### config.mk
export PLATFORM = sky130hd
export DESIGN_NAME = debug_controller
export DESIGN_NICKNAME = d
export VERILOG_FILES = /design/src/rtl/debug_controller.sv
export SDC_FILE = /design/constraint.sdc
export NUM_CORES = 1
export LEC_CHECK = 0
export ABC_AREA = 1
export CORE_MARGIN = 8
export CORE_UTILIZATION = 51
export CTS_BUF_LIST = sky130_fd_sc_hd__clkbuf_8
export DETAILED_ROUTE_END_ITERATION = 6
export PLACE_DENSITY_LB_ADDON = 0.05
export SYNTH_ARGS = -nofsm -noshare
export SYNTH_HDL_FRONTEND = slang
export SYNTH_SLANG_ARGS = --single-unit
### constraint.sdc
create_clock -name clk -period 4 [get_ports clk]
set_input_delay 0.4 -clock clk [delete_from_list [all_inputs] [get_ports clk]]
set_output_delay 0.4 -clock clk [all_outputs]
set_load 0.02 [all_outputs]
### src/rtl/debug_controller.sv
// Debug command executor: pauses/resumes/resets the MCU core and performs memory and register-file accesses.
// Optional breakpoint support is compiled in when the macro DBG_BREAKPOINT_EN is defined.
module debug_controller #(
    parameter int unsigned PAUSE_TIMEOUT = 1024,
    parameter int unsigned RST_CYCLES    = 16
) (
    input  logic        clk,
    input  logic        reset_n,
    input  logic        in_valid,
    input  logic [3:0]  cmd,
    input  logic [31:0] addr,
    input  logic [31:0] d_in,
    output logic        busy,
    output logic [31:0] d_rd,
    output logic        error,
    output logic        mcu_pause,
    input  logic        mcu_paused,
    output logic        mcu_rst,
    output logic        mem_req,
    output logic        mem_we,
    output logic [31:0] mem_addr,
    output logic [31:0] mem_wdata,
    input  logic [31:0] mem_rdata,
    input  logic        mem_ack,
    output logic        reg_we,
    output logic [4:0]  reg_addr,
    output logic [31:0] reg_wdata,
    input  logic [31:0] reg_rdata,
    input  logic [31:0] mcu_pc
);
    typedef enum logic [3:0] {
        OP_STATUS = 4'h0,
        OP_PAUSE  = 4'h1,
        OP_RESUME = 4'h2,
        OP_RESET  = 4'h3,
        OP_MEM_RD = 4'h4,
        OP_MEM_WR = 4'h5,
        OP_REG_RD = 4'h6,
        OP_REG_WR = 4'h7,
        OP_BP_SET = 4'h8,
        OP_BP_CLR = 4'h9
    } op_t;

    typedef enum logic [2:0] {
        S_IDLE, S_DECODE, S_PAUSE_WAIT, S_MEM_ACC, S_REG_ACC, S_RST_HOLD, S_DONE
    } state_t;

    localparam logic [15:0] TO_LAST  = 16'(PAUSE_TIMEOUT - 1);
    localparam logic [15:0] RST_LAST = 16'(RST_CYCLES - 1);

    state_t      r_state;
    logic [3:0]  r_cmd;
    logic [31:0] r_addr;
    logic [31:0] r_din;
    logic        r_paused_cap;
    logic [15:0] r_cnt;
    logic [31:0] r_d_rd;
    logic        r_error;
    logic        r_mcu_pause;
    logic        r_mcu_rst;
    logic        r_mem_req;
    logic        r_mem_we;
    logic [31:0] r_mem_addr;
    logic [31:0] r_mem_wdata;
    logic        r_reg_we;
    logic [4:0]  r_reg_addr;
    logic [31:0] r_reg_wdata;
    logic        w_armed;

`ifdef DBG_BREAKPOINT_EN
    logic [31:0] r_bp;
    logic        r_bp_armed;
    assign w_armed = r_bp_armed;
`else
    logic w_unused_pc;
    assign w_armed     = 1'b0;
    assign w_unused_pc = ^mcu_pc;
`endif

    always_ff @(posedge clk or negedge reset_n) begin
        if (!reset_n) begin
            r_state      <= S_IDLE;
            r_cmd        <= '0;
            r_addr       <= '0;
            r_din        <= '0;
            r_paused_cap <= 1'b0;
            r_cnt        <= '0;
            r_d_rd       <= '0;
            r_error      <= 1'b0;
            r_mcu_pause  <= 1'b0;
            r_mcu_rst    <= 1'b0;
            r_mem_req    <= 1'b0;
            r_mem_we     <= 1'b0;
            r_mem_addr   <= '0;
            r_mem_wdata  <= '0;
            r_reg_we     <= 1'b0;
            r_reg_addr   <= '0;
            r_reg_wdata  <= '0;
`ifdef DBG_BREAKPOINT_EN
            r_bp         <= '0;
            r_bp_armed   <= 1'b0;
`endif
        end else begin
            r_cnt <= (r_cnt == '1) ? r_cnt : r_cnt + 16'd1;
            case (r_state)
                S_IDLE: begin
                    if (in_valid) begin
                        r_cmd        <= cmd;
                        r_addr       <= addr;
                        r_din        <= d_in;
                        r_paused_cap <= mcu_paused;
                        r_d_rd       <= '0;
                        r_error      <= 1'b0;
                        r_state      <= S_DECODE;
                    end
                end
                S_DECODE: begin
                    // Every timed state is entered from here, so clearing the counter here covers all of them.
                    r_cnt   <= '0;
                    r_state <= S_DONE;
                    case (r_cmd)
                        OP_STATUS: r_d_rd <= {30'b0, w_armed, mcu_paused};
                        OP_PAUSE: begin
                            r_mcu_pause <= 1'b1;
                            r_state     <= S_PAUSE_WAIT;
                        end
                        OP_RESUME: r_mcu_pause <= 1'b0;
                        OP_RESET: begin
                            r_mcu_pause <= 1'b0;
                            r_mcu_rst   <= 1'b1;
                            r_state     <= S_RST_HOLD;
                        end
                        OP_MEM_RD, OP_MEM_WR: begin
                            if (r_paused_cap) begin
                                r_mem_req   <= 1'b1;
                                r_mem_we    <= (r_cmd == OP_MEM_WR);
                                r_mem_addr  <= r_addr;
                                r_mem_wdata <= r_din;
                                r_state     <= S_MEM_ACC;
                            end else begin
                                r_error <= 1'b1;
                            end
                        end
                        OP_REG_RD, OP_REG_WR: begin
                            if (r_paused_cap) begin
                                r_reg_we    <= (r_cmd == OP_REG_WR);
                                r_reg_addr  <= r_addr[4:0];
                                r_reg_wdata <= r_din;
                                r_state     <= S_REG_ACC;
                            end else begin
                                r_error <= 1'b1;
                            end
                        end
`ifdef DBG_BREAKPOINT_EN
                        OP_BP_SET: begin
                            r_bp       <= r_addr;
                            r_bp_armed <= 1'b1;
                        end
                        OP_BP_CLR: r_bp_armed <= 1'b0;
`endif
                        default: r_error <= 1'b1;
                    endcase
                end
                S_PAUSE_WAIT: begin
                    if (mcu_paused) begin
                        r_state <= S_DONE;
                    end else if (r_cnt == TO_LAST) begin
                        r_error <= 1'b1;
                        r_state <= S_DONE;
                    end
                end
                S_MEM_ACC: begin
                    // Ack is checked first so an ack landing on the last allowed cycle still succeeds.
                    if (mem_ack) begin
                        if (!r_mem_we) r_d_rd <= mem_rdata;
                        r_mem_req <= 1'b0;
                        r_mem_we  <= 1'b0;
                        r_state   <= S_DONE;
                    end else if (r_cnt == TO_LAST) begin
                        r_error   <= 1'b1;
                        r_mem_req <= 1'b0;
                        r_mem_we  <= 1'b0;
                        r_state   <= S_DONE;
                    end
                end
                S_REG_ACC: begin
                    if (!r_reg_we) r_d_rd <= reg_rdata;
                    r_reg_we <= 1'b0;
                    r_state  <= S_DONE;
                end
                S_RST_HOLD: begin
                    if (r_cnt == RST_LAST) begin
                        r_mcu_rst <= 1'b0;
                        r_state   <= S_DONE;
                    end
                end
                S_DONE: begin
                    if (!in_valid) r_state <= S_IDLE;
                end
                default: r_state <= S_IDLE;
            endcase
`ifdef DBG_BREAKPOINT_EN
            if (r_bp_armed && !mcu_paused && (mcu_pc == r_bp)) r_mcu_pause <= 1'b1;
`endif
        end
    end

    assign busy      = ((r_state == S_IDLE) && in_valid) || ((r_state != S_IDLE) && (r_state != S_DONE));
    assign d_rd      = r_d_rd;
    assign error     = r_error;
    assign mcu_pause = r_mcu_pause;
    assign mcu_rst   = r_mcu_rst;
    assign mem_req   = r_mem_req;
    assign mem_we    = r_mem_we;
    assign mem_addr  = r_mem_addr;
    assign mem_wdata = r_mem_wdata;
    assign reg_we    = r_reg_we;
    assign reg_addr  = r_reg_addr;
    assign reg_wdata = r_reg_wdata;
endmodule

# After elaboration in Yosys (flattened, before gate mapping)
# Index checks and enable logic that the tools add are counted.
[classes]
addsub = 1
eq_ne = 34
n_mux = 40
reduce_logical = 27
[op_table]
columns = ["op", "count"]
rows = [
  ["2-to-1 mux 32 bit", 5],
  ["one-hot mux 32 bit (4 select lines)", 1],
  ["2-to-1 mux 16 bit", 2],
  ["!= test 2 bit (second input constant)", 11],
  ["2-to-1 mux 3 bit", 7],
  ["one-hot mux 3 bit (7 select lines)", 1],
  ["adder 16 x 1 -> 16 bit (second input constant)", 1],
  ["equality test 16 x 10 -> 1 bit (second input constant)", 1],
  ["equality test 16 bit (second input constant)", 1],
  ["equality test 16 x 4 -> 1 bit (second input constant)", 1],
  ["equality test 4 x 3 -> 1 bit (second input constant)", 4],
  ["2-to-1 mux 1 bit", 15],
  ["AND reduction 3 bit", 5],
  ["one-hot mux 1 bit (2 select lines)", 6],
  ["one-hot mux 3 bit (4 select lines)", 1],
  ["AND reduction 6 bit", 2],
  ["equality test 3 bit (second input constant)", 3],
  ["!= test 3 bit (second input constant)", 3],
  ["equality test 4 x 2 -> 1 bit (second input constant)", 2],
  ["!= test 2 x 1 -> 1 bit (second input constant)", 4],
  ["nonzero test 2 bit", 4],
  ["nonzero test 4 bit", 2],
  ["OR reduction 4 bit", 2],
  ["equality test 3 x 2 -> 1 bit (second input constant)", 2],
  ["other kinds (12)", 16],
]
[totals]
regBits = 227
output_inout_bits = 140

# Depth between registers and ports, before layout
[logic_depth]
depth_word = 4
ltp_mapped = 10
ltp_nobuf = 10

# Least setup slack after synthesis
# No wires, ideal clock.
[synth_timing]
path_kind = "register -> register"
start = "register r_cnt[0]"
end = "register r_cnt[6]"
setup_time_ns = 0.095
t_arrival_ns = 1.516
required_time_ns = 3.905
setup_slack_ns = 2.389
stages_incl_launch_ff = 7
synth_period_minus_slack_ns = 1.611
path_cell_list = "dfrtp_1 ha_1 nand3_1 nor2_1 nand4_1 clkbuf_1 o31ai_1"
[synth_via]
elab_chain_len = 3
word_cells_on_any_way = 5
cone_classes = "add/sub (1); eq/ne (2); mux (2)"
[synth_rtl]
columns = ["item", "line_no", "text"]
rows = [
  ["start, declared", "56", "logic [15:0] r_cnt;"],
  ["start signal, assigned", "104", "r_cnt <= (r_cnt == '1) ? r_cnt : r_cnt + 16'd1;"],
  ["adder 16 x 1 -> 16 bit", "104", ""],
  ["2-to-1 mux 16 bit", "104", ""],
  ["2-to-1 mux 16 bit", "105", "case (r_state)"],
]
# Several ways; a longest one is shown, not always the timed one. The select of a mux whose other input is x is not followed.
# A chain may end at the register's enable or synchronous reset.

# Worst setup path in the final report
[layout_timing]
start = "register r_state[1]"
end = "output port busy"
[layout_via]
elab_chain_len = 3
word_cells_on_any_way = 6
cone_classes = "eq/ne (1); reduce/logical (5)"
[layout_rtl]
columns = ["item", "line_no", "text"]
rows = [
  ["start, declared", "51", "state_t r_state;"],
  ["start signal, assigned", "82", "r_state <= S_IDLE;"],
  ["start signal, assigned", "114", "r_state <= S_DECODE;"],
  ["start signal, assigned", "120", "r_state <= S_DONE;"],
  ["!= test 3 bit (tied with other cells)", "208", "assign busy = ((r_state == S_IDLE) && in_valid) || ((r_state != S_IDLE) && (r_state != S_DONE));"],
  ["logical AND 1 bit", "208", ""],
  ["logical OR 1 bit (*)", "208", ""],
  ["end, declared", "13", "output logic busy,"],
]
# Every way passes the cells marked *; elsewhere a longest branch is shown, timed or not.

==> run_summary.xml <==
<?xml version="1.0" encoding="UTF-8"?>
<metrics>
  <group name="critical_path">
    <metric name="critical_path_buf_inv_count" unit="">2</metric>
    <metric name="worst_path_dominant_cell_family" unit="">simple AND/OR/NAND/NOR gates</metric>
    <metric name="timing_worst_setup_path_type" unit="">flop to primary output</metric>
    <metric name="largest_fanout_of_any_net_on_the_critical_path" unit="">18</metric>
    <metric name="path_cells" unit="">nor2_2, nand3_1, inv_1, nor2_1, clkdlybuf4s50_1</metric>
    <metric name="worst_ep_arrival_time" unit="ps">2670</metric>
    <metric name="worst_path_max_delay_cell" unit="">nor2_2</metric>
    <metric name="setup.worst_path.start_class" unit="">flop</metric>
    <metric name="slowest_delay" unit="ps">670</metric>
    <metric name="worstPathRequired" unit="ps">3600</metric>
    <metric name="worst_setup_path_end_kind" unit="">primary output</metric>
  </group>
  <group name="power_and_ir_drop">
    <metric name="p_switching" unit="mW">3.577</metric>
    <metric name="leakage" unit="nW">6.023</metric>
    <metric name="ir_worst_vdd" unit="V">0.0005182</metric>
    <metric name="comb_power_share" unit="%">40.8</metric>
    <metric name="power_density" unit="nW/µm²">715.5</metric>
    <metric name="clock_power_share" unit="%">21.3</metric>
    <metric name="p_seq_share" unit="%">38.0</metric>
    <metric name="intPower" unit="mW">5.765</metric>
    <metric name="post-layout-total-power" unit="mW">9.341</metric>
    <metric name="power.switching_fraction" unit="%">38.29</metric>
  </group>
  <group name="clocking">
    <metric name="clock_latency" unit="ps">520</metric>
    <metric name="cts.path.max_buffers" unit="">3</metric>
    <metric name="cts_tree" unit="">built</metric>
    <metric name="cts.repair.resized" unit="">0</metric>
    <metric name="clkSlewWorstSetupHoldPaths" unit="ps">60</metric>
    <metric name="clock_tree.htree_level_count" unit="">2</metric>
    <metric name="cts.sinks" unit="">227</metric>
    <metric name="tritoncts.num_buffers" unit="">39</metric>
    <metric name="cts.root.buffer_cell" unit="">clkbuf_8</metric>
  </group>
  <group name="global_routing">
    <metric name="initial_antenna_violation_count" unit="">3</metric>
    <metric name="gr-usage-met1" unit="%">26.29</metric>
    <metric name="grt_start_max_net_pins" unit="">97</metric>
    <metric name="vias_in_the_first_global_route" unit="">7953</metric>
    <metric name="grt_most_used_layer" unit="">met2</metric>
    <metric name="groute.layer.met3.usage" unit="%">7.592</metric>
    <metric name="global_route.usage.total" unit="%">22.02</metric>
    <metric name="grt.met2_usage" unit="%">36.07</metric>
    <metric name="grt_pass1_wl" unit="mm">42.02</metric>
    <metric name="grt_overflow_total" unit="">0</metric>
  </group>
  <group name="sta">
    <metric name="fin_skew" unit="ps">13.10</metric>
    <metric name="report.final.setup_viol" unit="">0</metric>
    <metric name="fin_ws" unit="ps">932.6</metric>
    <metric name="max_slew.worst_pin.slew" unit="ps">882.1</metric>
    <metric name="fin_crit" unit="ps">3067</metric>
    <metric name="hold_viol" unit="">0</metric>
    <metric name="post-route-period-util" unit="%">76.68</metric>
    <metric name="rsz0062_at_grt" unit="">no</metric>
    <metric name="fmaxAchievable" unit="MHz">326.0</metric>
    <metric name="count_of_pins_over_their_slew_limit" unit="">0</metric>
    <metric name="setup_tns" unit="ps">0</metric>
    <metric name="worst_slew_margin_rel" unit="%">41.19</metric>
  </group>
  <group name="final_layout">
    <metric name="drive_gt1_share" unit="%">6.104</metric>
    <metric name="ff_latch_area" unit="µm²">5680</metric>
    <metric name="areaGrowthSynthToFinish" unit="%">38.73</metric>
    <metric name="multi_input_comb_area" unit="µm²">3080</metric>
    <metric name="fillers" unit="">1460</metric>
    <metric name="layout.nets" unit="">1473</metric>
  </group>
  <group name="min_path">
    <metric name="worstHoldPathType" unit="">input pin to flop</metric>
  </group>
  <group name="synth">
    <metric name="synth_common_cells" unit="">nand2_1 (300), dfrtp_1 (227), o21ai_0 (96)</metric>
    <metric name="synth_edf_count" unit="">0</metric>
    <metric name="synth_top_family_by_area" unit="">simple AND/OR/NAND/NOR gates</metric>
    <metric name="synth-compound-area-share" unit="%">13.96</metric>
    <metric name="syn_inst" unit="">1035</metric>
    <metric name="ys_top_cells_by_area" unit="">dfrtp_1 (60%), nand2_1 (12%), o21ai_0 (5.1%)</metric>
    <metric name="synthArstFlopShare" unit="%">100.0</metric>
    <metric name="yosys_warnings" unit="">0</metric>
    <metric name="ys_seq_area_share" unit="%">60.36</metric>
    <metric name="netlist-cell-type-count" unit="">32</metric>
    <metric name="synth_fa_ha_area_share" unit="%">0.1330</metric>
    <metric name="netlist_area_before_placement" unit="µm²">9410</metric>
    <metric name="synth_top_area_share" unit="%">60.36</metric>
    <metric name="yosys.area_share.simple" unit="%">18.19</metric>
    <metric name="multiplexer_fraction_of_the_synthesized_cell_area" unit="%">0</metric>
    <metric name="synth.net_count" unit="">1205</metric>
    <metric name="ys_seq_elements" unit="">227</metric>
    <metric name="synthXorXnorAreaFrac" unit="%">0.3723</metric>
    <metric name="ys.flop_type" unit="">dfrtp_1</metric>
    <metric name="post-synth-top-area-cell" unit="">dfrtp_1</metric>
    <metric name="leading_cell_type_by_number_of_instances_after_synthesis" unit="">nand2_1</metric>
    <metric name="syn_area_per_cell" unit="µm²">9.092</metric>
  </group>
  <group name="placed_design">
    <metric name="place.gp.congestion" unit="">0.8865</metric>
    <metric name="dp_hpwl" unit="mm">17.86</metric>
    <metric name="number_of_buffers_inserted_by_port_buffering" unit="">276</metric>
    <metric name="dpl_worst_slack" unit="ps">1496</metric>
  </group>
  <group name="drt">
    <metric name="totalWireLength" unit="mm">25.75</metric>
    <metric name="drt.antenna.violating_nets" unit="">0</metric>
    <metric name="post_detailed_route_drc_marker_count" unit="">0</metric>
    <metric name="drt_first_pass_iters" unit="">5</metric>
    <metric name="drt-initial-drc-count" unit="">539</metric>
    <metric name="dr_total_vias" unit="">7937</metric>
    <metric name="viasPerCell" unit="">5.094</metric>
    <metric name="routed_wire_length_per_instance" unit="µm">16.53</metric>
  </group>
  <group name="floorplan">
    <metric name="floorplan.die.width" unit="µm">151.8</metric>
    <metric name="io_pins" unit="">309</metric>
    <metric name="die_area" unit="µm²">23050</metric>
    <metric name="core-area" unit="µm²">18020</metric>
    <metric name="y_dimension_of_the_die" unit="µm">151.8</metric>
    <metric name="num_rows" unit="">49</metric>
    <metric name="floorplan.initialDensity" unit="%">52.21</metric>
  </group>
  <group name="run_status">
    <metric name="run_status" unit="">complete, no violations</metric>
  </group>
  <group name="job">
    <metric name="max_capacitance_violation_count" unit="">0</metric>
  </group>
</metrics>
## registers in the layout (all words and copies together) (netlist names), 3 cells and up
signal,flops
d_rd,32
mem_addr,32
mem_wdata,32
r_addr,32
r_cmd,4
r_cnt,16
r_din,32
r_state,3
reg_addr,5
reg_wdata,32
## placed cells by master (no fill, tap or decap), drive strengths merged
cell type and count:
a211oi 1, o31ai 2, nand3 60, dlygate4sd3 1, or2 1, inv 110, ha 1, o2111ai 1
a32o 31, xor2 3, nor2 40, clkdlybuf4s50 275, buf 12, nand3b 1, diode 2, dfrtp 227
a221oi 1, a21oi 4, clkbuf 49, nand2 301, nor3 5, nor4 1, o22a 1, and3 1
xnor2 1, a31oi 1, clkinvlp 1, clkinv 3, nand4 9, o21ai 183
## routing by layer
layer / vias up / share of wire, % / wire length, µm
li1: 3918 / - / -
met1: 3750 / 40 / 10340
met2: 223 / 50 / 12800
met3: 44 / 7.6 / 1958
met4: 2 / 2.5 / 642
met5: - / 0.050 / 13
## power by group through the flow
stage | clock (mW) | sequential (mW) | combinational [mW]
floorplan | 0 | 4.08 | 1.68
global placement | 0 | 3.54 | 3.78
detailed placement | 0 | 3.57 | 3.84
CTS | 2.04 | 3.55 | 3.86
global route | 2.15 | 3.65 | 4.20
finish | 1.99 | 3.55 | 3.81
## area by class of cell
cell class,instances,share of cell area (%)
Sequential cell,227,43.51
Multi-Input combinational cell,649,23.60
Timing Repair Buffer,288,22.10
Clock buffer,49,5.166
Inverter,98,2.837
Tap cell,229,2.195
Clock inverter,16,0.5559
Antenna cell,2,0.03834
## worst paths after layout
path                            endpoint        from  depth (start not counted)  slack, ps
setup / recovery                    busy  r_state[1]                          5        930
hold / removal                 r_din[10]    d_in[10]                          3        440
setup reg to reg                d_rd[16]  r_state[1]                          7       1440
hold reg to reg                  d_rd[8]     d_rd[8]                          2        470
max in group asynchronous       d_rd[24]     reset_n                          3       2510
min in group asynchronous  reg_wdata[28]     reset_n                          2        490
## worst reg2reg max path: cells and delay by family, from the launching register on
family                 cells  cell delay [ps]
buffers and inverters      1              240
DFF                        1              480
and+or+nand+nor            6             1770
## per-stage QoR
step / area, µm² / hold slack, ps / instances / utilization [%]
CTS: 13050 / 415.1 / 1556 / 72.40
finish: 13060 / 443.3 / 1558 / 72.43
detailed placement: 12290 / 457.9 / 1490 / 68.20
floorplan: 9410 / 104.4 / 1035 / -
global placement: 12290 / 453.1 / 1490 / 68.20
global route: 13060 / 434.8 / 1558 / 72.43
## what timing repair did
item	in CTS	in global routing
endpoints found under the hold margin	94	0
hold buffers	1	0
buffers inserted	0	0
## cell families after synthesis
group / after synthesis
flops: 227
buf+inv: 159
xor+xnor: 4
compound gates: 225
fa+ha+maj: 1
simple gates: 419
No activity file was read; power rests on OpenSTA's default activity.
